--- config.mk ---
export PLATFORM = sky130hd
export DESIGN_NAME = box_sprite_gen
export DESIGN_NICKNAME = d
export VERILOG_FILES = /design/src/rtl/vga_pkg.sv /design/src/rtl/bounce_axis.sv /design/src/rtl/box_sprite_gen.sv
export SDC_FILE = /design/constraint.sdc
export NUM_CORES = 1
export LEC_CHECK = 0
export ABC_AREA = 1
export BUFFER_PORTS_ARGS = -buffer_cell sky130_fd_sc_hd__buf_2
export CAP_MARGIN = 0
export CORE_AREA = 3 3 74 93
export DETAILED_ROUTE_END_ITERATION = 8
export DIE_AREA = 0 0 77 96
export PLACE_DENSITY = 0.85
export SYNTH_ARGS = -nofsm -noshare
export SYNTH_HDL_FRONTEND = slang
export SYNTH_SLANG_ARGS = --single-unit
--- constraint.sdc ---
create_clock -name clk -period 3.4 [get_ports clk]
set_input_delay 0.34 -clock clk [delete_from_list [all_inputs] [get_ports clk]]
set_output_delay 0.34 -clock clk [all_outputs]
set_load 0.01 [all_outputs]
--- src/rtl/vga_pkg.sv ---
// Shared VGA timing constants and 3-bit colour helpers for the 640x480 image path.
package vga_pkg;

   localparam logic [9:0] H_DAT_BEGIN = 10'd143;
   localparam logic [9:0] H_DAT_END   = 10'd783;
   localparam logic [9:0] V_DAT_BEGIN = 10'd34;
   localparam logic [9:0] V_DAT_END   = 10'd514;
   localparam logic [9:0] H_PIXEL_END = 10'd799;
   localparam logic [9:0] V_LINE_END  = 10'd524;
   localparam logic [9:0] H_VISIBLE   = 10'd640;
   localparam logic [9:0] V_VISIBLE   = 10'd480;

   // Colours are packed {blue,green,red}.
   localparam logic [2:0] BLACK = 3'b000;
   localparam logic [2:0] RED   = 3'b001;
   localparam logic [2:0] GREEN = 3'b010;
   localparam logic [2:0] BLUE  = 3'b100;
   localparam logic [2:0] WHITE = 3'b111;

   // Box colour cycles 1..7 and never lands on black.
   function automatic logic [2:0] next_color(input logic [2:0] c);
      return (c == 3'd7) ? 3'd1 : c + 3'd1;
   endfunction

endpackage

--- src/rtl/bounce_axis.sv ---
// One axis of the bouncing box: position/direction register that steps by SPEED,
// clamps at 0 and LIMIT, and flags a collision on the step that hits a wall.
module bounce_axis #(
   parameter logic [9:0] LIMIT = 10'd608,
   parameter logic [9:0] SPEED = 10'd2,
   parameter logic [9:0] INIT  = 10'd0
) (
   input  logic       clk,
   input  logic       rst,
   input  logic       step,
   output logic [9:0] pos,
   output logic       hit
);

   logic        dir_neg;
   logic [10:0] fwd;

   // Forward sum is 11 bits wide so a position near the limit cannot wrap.
   assign fwd = {1'b0, pos} + {1'b0, SPEED};

   always_comb begin
      hit = 1'b0;
      if (dir_neg)
         hit = (pos <= SPEED);
      else
         hit = (fwd >= {1'b0, LIMIT});
   end

   always_ff @(posedge clk or posedge rst) begin
      if (rst) begin
         pos     <= INIT;
         dir_neg <= 1'b0;
      end else if (step) begin
         if (hit) begin
            pos     <= dir_neg ? 10'd0 : LIMIT;
            dir_neg <= ~dir_neg;
         end else begin
            pos <= dir_neg ? (pos - SPEED) : fwd[9:0];
         end
      end
   end

endmodule

--- src/rtl/box_sprite_gen.sv ---
// Bouncing-box image source: draws a solid box over a background colour and moves it
// once every UPDATE_DIV frames, changing colour whenever it hits a screen edge.
module box_sprite_gen
   import vga_pkg::*;
#(
   parameter logic [9:0] H_DAT_BEGIN = vga_pkg::H_DAT_BEGIN,
   parameter logic [9:0] V_DAT_BEGIN = vga_pkg::V_DAT_BEGIN,
   parameter logic [9:0] H_PIXEL_END = vga_pkg::H_PIXEL_END,
   parameter logic [9:0] V_LINE_END  = vga_pkg::V_LINE_END,
   parameter logic [9:0] BOX_W       = 10'd32,
   parameter logic [9:0] BOX_H       = 10'd32,
   parameter logic [3:0] SPEED       = 4'd2,
   parameter logic [7:0] UPDATE_DIV  = 8'd1,
   parameter logic [9:0] INIT_X      = 10'd100,
   parameter logic [9:0] INIT_Y      = 10'd60,
   parameter logic [2:0] BG_COLOR    = BLACK
) (
   input  logic       clk,
   input  logic       rst,
   input  logic       pix_en,
   input  logic [9:0] hcount,
   input  logic [9:0] vcount,
   input  logic       freeze,
   output logic [2:0] rgb,
   output logic       bounce
);

   localparam logic [9:0] MAX_X = H_VISIBLE - BOX_W;
   localparam logic [9:0] MAX_Y = V_VISIBLE - BOX_H;

   logic [9:0]  x, y, box_x, box_y;
   logic [10:0] box_x_end, box_y_end;
   logic        visible, in_box, frame_tick, update, step, hit_x, hit_y;
   logic [2:0]  color;
   logic [7:0]  frame_cnt;

   // Counters below the visible start wrap to large values, so one compare covers both sides.
   assign x         = hcount - H_DAT_BEGIN;
   assign y         = vcount - V_DAT_BEGIN;
   assign visible   = (x < H_VISIBLE) && (y < V_VISIBLE);
   assign box_x_end = {1'b0, box_x} + {1'b0, BOX_W};
   assign box_y_end = {1'b0, box_y} + {1'b0, BOX_H};
   assign in_box    = (x >= box_x) && ({1'b0, x} < box_x_end) &&
                      (y >= box_y) && ({1'b0, y} < box_y_end);

   assign frame_tick = (hcount == H_PIXEL_END) && (vcount == V_LINE_END);
   assign update     = frame_tick && (frame_cnt == UPDATE_DIV - 8'd1);
   assign step       = pix_en && update && !freeze;

   bounce_axis #(.LIMIT(MAX_X), .SPEED({6'd0, SPEED}), .INIT(INIT_X)) u_axis_x (
      .clk  (clk),
      .rst  (rst),
      .step (step),
      .pos  (box_x),
      .hit  (hit_x)
   );

   bounce_axis #(.LIMIT(MAX_Y), .SPEED({6'd0, SPEED}), .INIT(INIT_Y)) u_axis_y (
      .clk  (clk),
      .rst  (rst),
      .step (step),
      .pos  (box_y),
      .hit  (hit_y)
   );

   // A corner hit raises both axis flags but still advances the colour only once.
   always_ff @(posedge clk or posedge rst) begin
      if (rst) begin
         rgb       <= BLACK;
         bounce    <= 1'b0;
         color     <= GREEN;
         frame_cnt <= 8'd0;
      end else if (pix_en) begin
         if (visible && in_box)
            rgb <= color;
         else if (visible)
            rgb <= BG_COLOR;
         else
            rgb <= BLACK;
         bounce <= update && !freeze && (hit_x || hit_y);
         if (frame_tick)
            frame_cnt <= update ? 8'd0 : frame_cnt + 8'd1;
         if (step && (hit_x || hit_y))
            color <= next_color(color);
      end
   end

endmodule
==> impl_metrics.yaml <==
timing:
  fin_crit_ns: 2.407
  setup_viol: 0
  fin_setup_tns_ns: 0
  hold_viol: 0
  min_period_over_period_pct: 70.80
  rsz0062_at_grt: "no"
  fmax_ghz: 0.4154
  drv_slew: 0
  slew_headroom_pct: 55.43
  skew_ns: 0.003291
  worst_pin_slew_ns: 0.6665
synth:
  synth_top_area_cell: "dfrtp_1"
  async_flop_share_pct: 100.0
  avgSynthCellArea_um2: 6.838
  ys_top_cells_by_count: "151 x nand2_1, 74 x inv_1, 55 x nor2_1, 45 x ha_1, 44 x nand3_1"
  syn_nets: 658
  yosysUniqueCellTypes: 44
  ys_warn_count: 0
  synth_area_leaders: "dfrtp_1 17%, nand2_1 14%, ha_1 14%, inv_1 6.9%, xor2_1 5.7%"
  synth_top_cell_area_share_pct: 16.78
  synth_most_common_cell: "nand2_1"
  syn_area_um2: 4028
  synth_edf_count: 0
  synth_seq_cells: 35
  syn_inst: 589
  ys.flop_type: "dfrtp_1"
  yosysSeqAreaShare_pct: 21.99
global_route:
  grt_pass1_vias: 3829
  track_usage_pct: 28.62
  grt-ovfl-total: 0
  grt_max_degree: 36
  antenna_found_initial: 0
  grt_pass1_wl_mm: 16.99
floorplanning:
  die_y_um: 96
  die_w_um: 77
  start_util_pct: 65.75
  pin_count: 28
  coreArea_um2: 6126
  dieArea_um2: 7392
  rows: 32
pwr:
  power_w: 0.0008890
  power.density_nw_per_um2: 209.0
  irDropWorstVdd_uv: 196.3
  leakagePower_nw: 2.381
cts:
  clk_latency_ns: 0.29
  cts_htree_levels: 2
  post-cts-setup-buffers: 0
  cts_inserted_buffers: 5
  cts_num_sinks: 35
  cts_tree: "done"
  cts_hold_buf: 0
  clk_pin_slew_worst_paths_ns: 0.08
  cts_root_buffer: "clkbuf_8"
  cts_resized: 0
  clock_path_buffers: 2
route:
  drc: 0
  viasPerCell: 5.589
  wire_per_inst_um: 14.28
  wirelength_mm: 9.964
  dr_total_vias: 3901
  drtAntennaViolNets: 0
  firstDrtPassIters: 4
  drt_first_iter_violations: 137
critical_path:
  path_cells: "inv_1 > ha_1 > nand3_1 > nor3_1 > nand4_1 > clkinv_2 > nand3_4 > nand3_1 > nand2_1"
  worstSetupStartpointType: "flop"
  worst-setup-path-type: "reg -> reg"
  crit_path_frequent_cell: "nand3_1"
  endpoint_kind: "flop"
  worstPathRequired_ns: 3.59
  max_stage_delay_ns: 0.60
  worstPathArrival_ns: 2.59
  worstPathMaxFanout: 11
  cp_slowest_cell: "nand4_1"
finish:
  final_layout_size_suffix_gt1_share_pct: 13.87
  antennaDiodeCount: 0
  finalNetCount: 681
  area_growth_pct: 5.623
hold_path:
  hp-class: "in -> async"
place:
  dp_hpwl_mm: 7.969
  numPortBuffers: 27
  gp_congestion: 0.9203
outcome:
  status: "complete, no violations"
flow_run:
  drv_cap: 0
[layer usage]
| metal | global-route usage [%] | vias up | part of all wire (%) |
|---|---|---|---|
| met2 | 55.52 | 104 | 52 |
| met1 | 31.04 | 1798 | 40 |
| met4 | 12.91 | 0 | 3.7 |
| met5 | 0 | - | 0 |
| li1 | - | 1965 | - |
| met3 | 3.745 | 34 | 4.2 |
[path summary, 6_finish.rpt]
path	start	to	slack, ns	depth (start not counted)
setup / recovery	frame_cnt[0]	color[2]	0.99	9
max in group asynchronous	rst	u_axis_x.pos[2]	2.89	3
min in group clk	pix_en	frame_cnt[6]	0.40	3
hold / removal	rst	u_axis_y.pos[6]	0.15	3
hold reg to reg	rgb[2]	rgb[2]	0.49	2
setup reg to reg	frame_cnt[0]	color[2]	0.99	9
[registers in the layout (all words and copies together) (netlist names)]
name / count
rgb: 3
color: 3
bounce: 1
u_axis_y.pos: 9
u_axis_x.dir_neg: 1
frame_cnt: 8
u_axis_y.dir_neg: 1
u_axis_x.pos: 9
[through the flow]
step	hold slack, ns	cells	setup WS (ns)	utilization (%)	instance area (um2)
floorplan	0.4733	589	1.268	-	4028
global placement	0.4617	690	0.8974	68.08	4170
detailed placement	0.4621	690	0.7754	68.08	4170
CTS	0.1590	698	1.001	69.44	4254
global route	0.1894	698	0.7704	69.44	4254
finish	0.1501	698	0.9928	69.44	4254
[kinds of logic after synthesis]
group	Yosys count	share of synthesized area, %
AOI/OAI and AO/OA	65	9.227
xor gates and xnor gates	29	6.306
DFF	35	21.99
adders and majority gates	45	13.98
buffers and inverters	95	10.53
and+or+nand+nor	320	37.96
[critical path, delay by kind of cell (launching register included)]
family / cells / cell delay (ns)
buffers and inverters: 2 / 0.45
and+or+nand+nor: 6 / 1.29
DFF: 1 / 0.40
adders and majority gates: 1 / 0.16
[final cells by class]
class / count / area, um2
multi-input combinational: 459 / 2718
fill: 524 / 1872
sequential: 35 / 885.9
inverter: 83 / 317.8
timing repair buffer: 28 / 142.6
tap: 85 / 106.4
clock buffer: 7 / 76.32
clock inverter: 1 / 7.507
[power breakdown]
group | internal (W) | total, W | switching (W)
registers | 0.000416 | 0.000416 | 0.00000000147
clock network | 0.000145 | 0.000310 | 0.000165
logic | 0.0000580 | 0.000163 | 0.000105
[placed cells by master (no fill, tap or decap), types with 7 or more instances in the layout]
cell	instances
ha_1	45
nand4_1	13
nor2_1	55
nor2_2	7
nand2_1	151
a21oi_1	27
nor3_1	15
nand3_2	9
buf_2	27
inv_1	74
dfstp_2	8
o21ai_0	21
nand3_1	44
xor2_1	26
dfrtp_1	27
(Power assumes the default switching activity.)
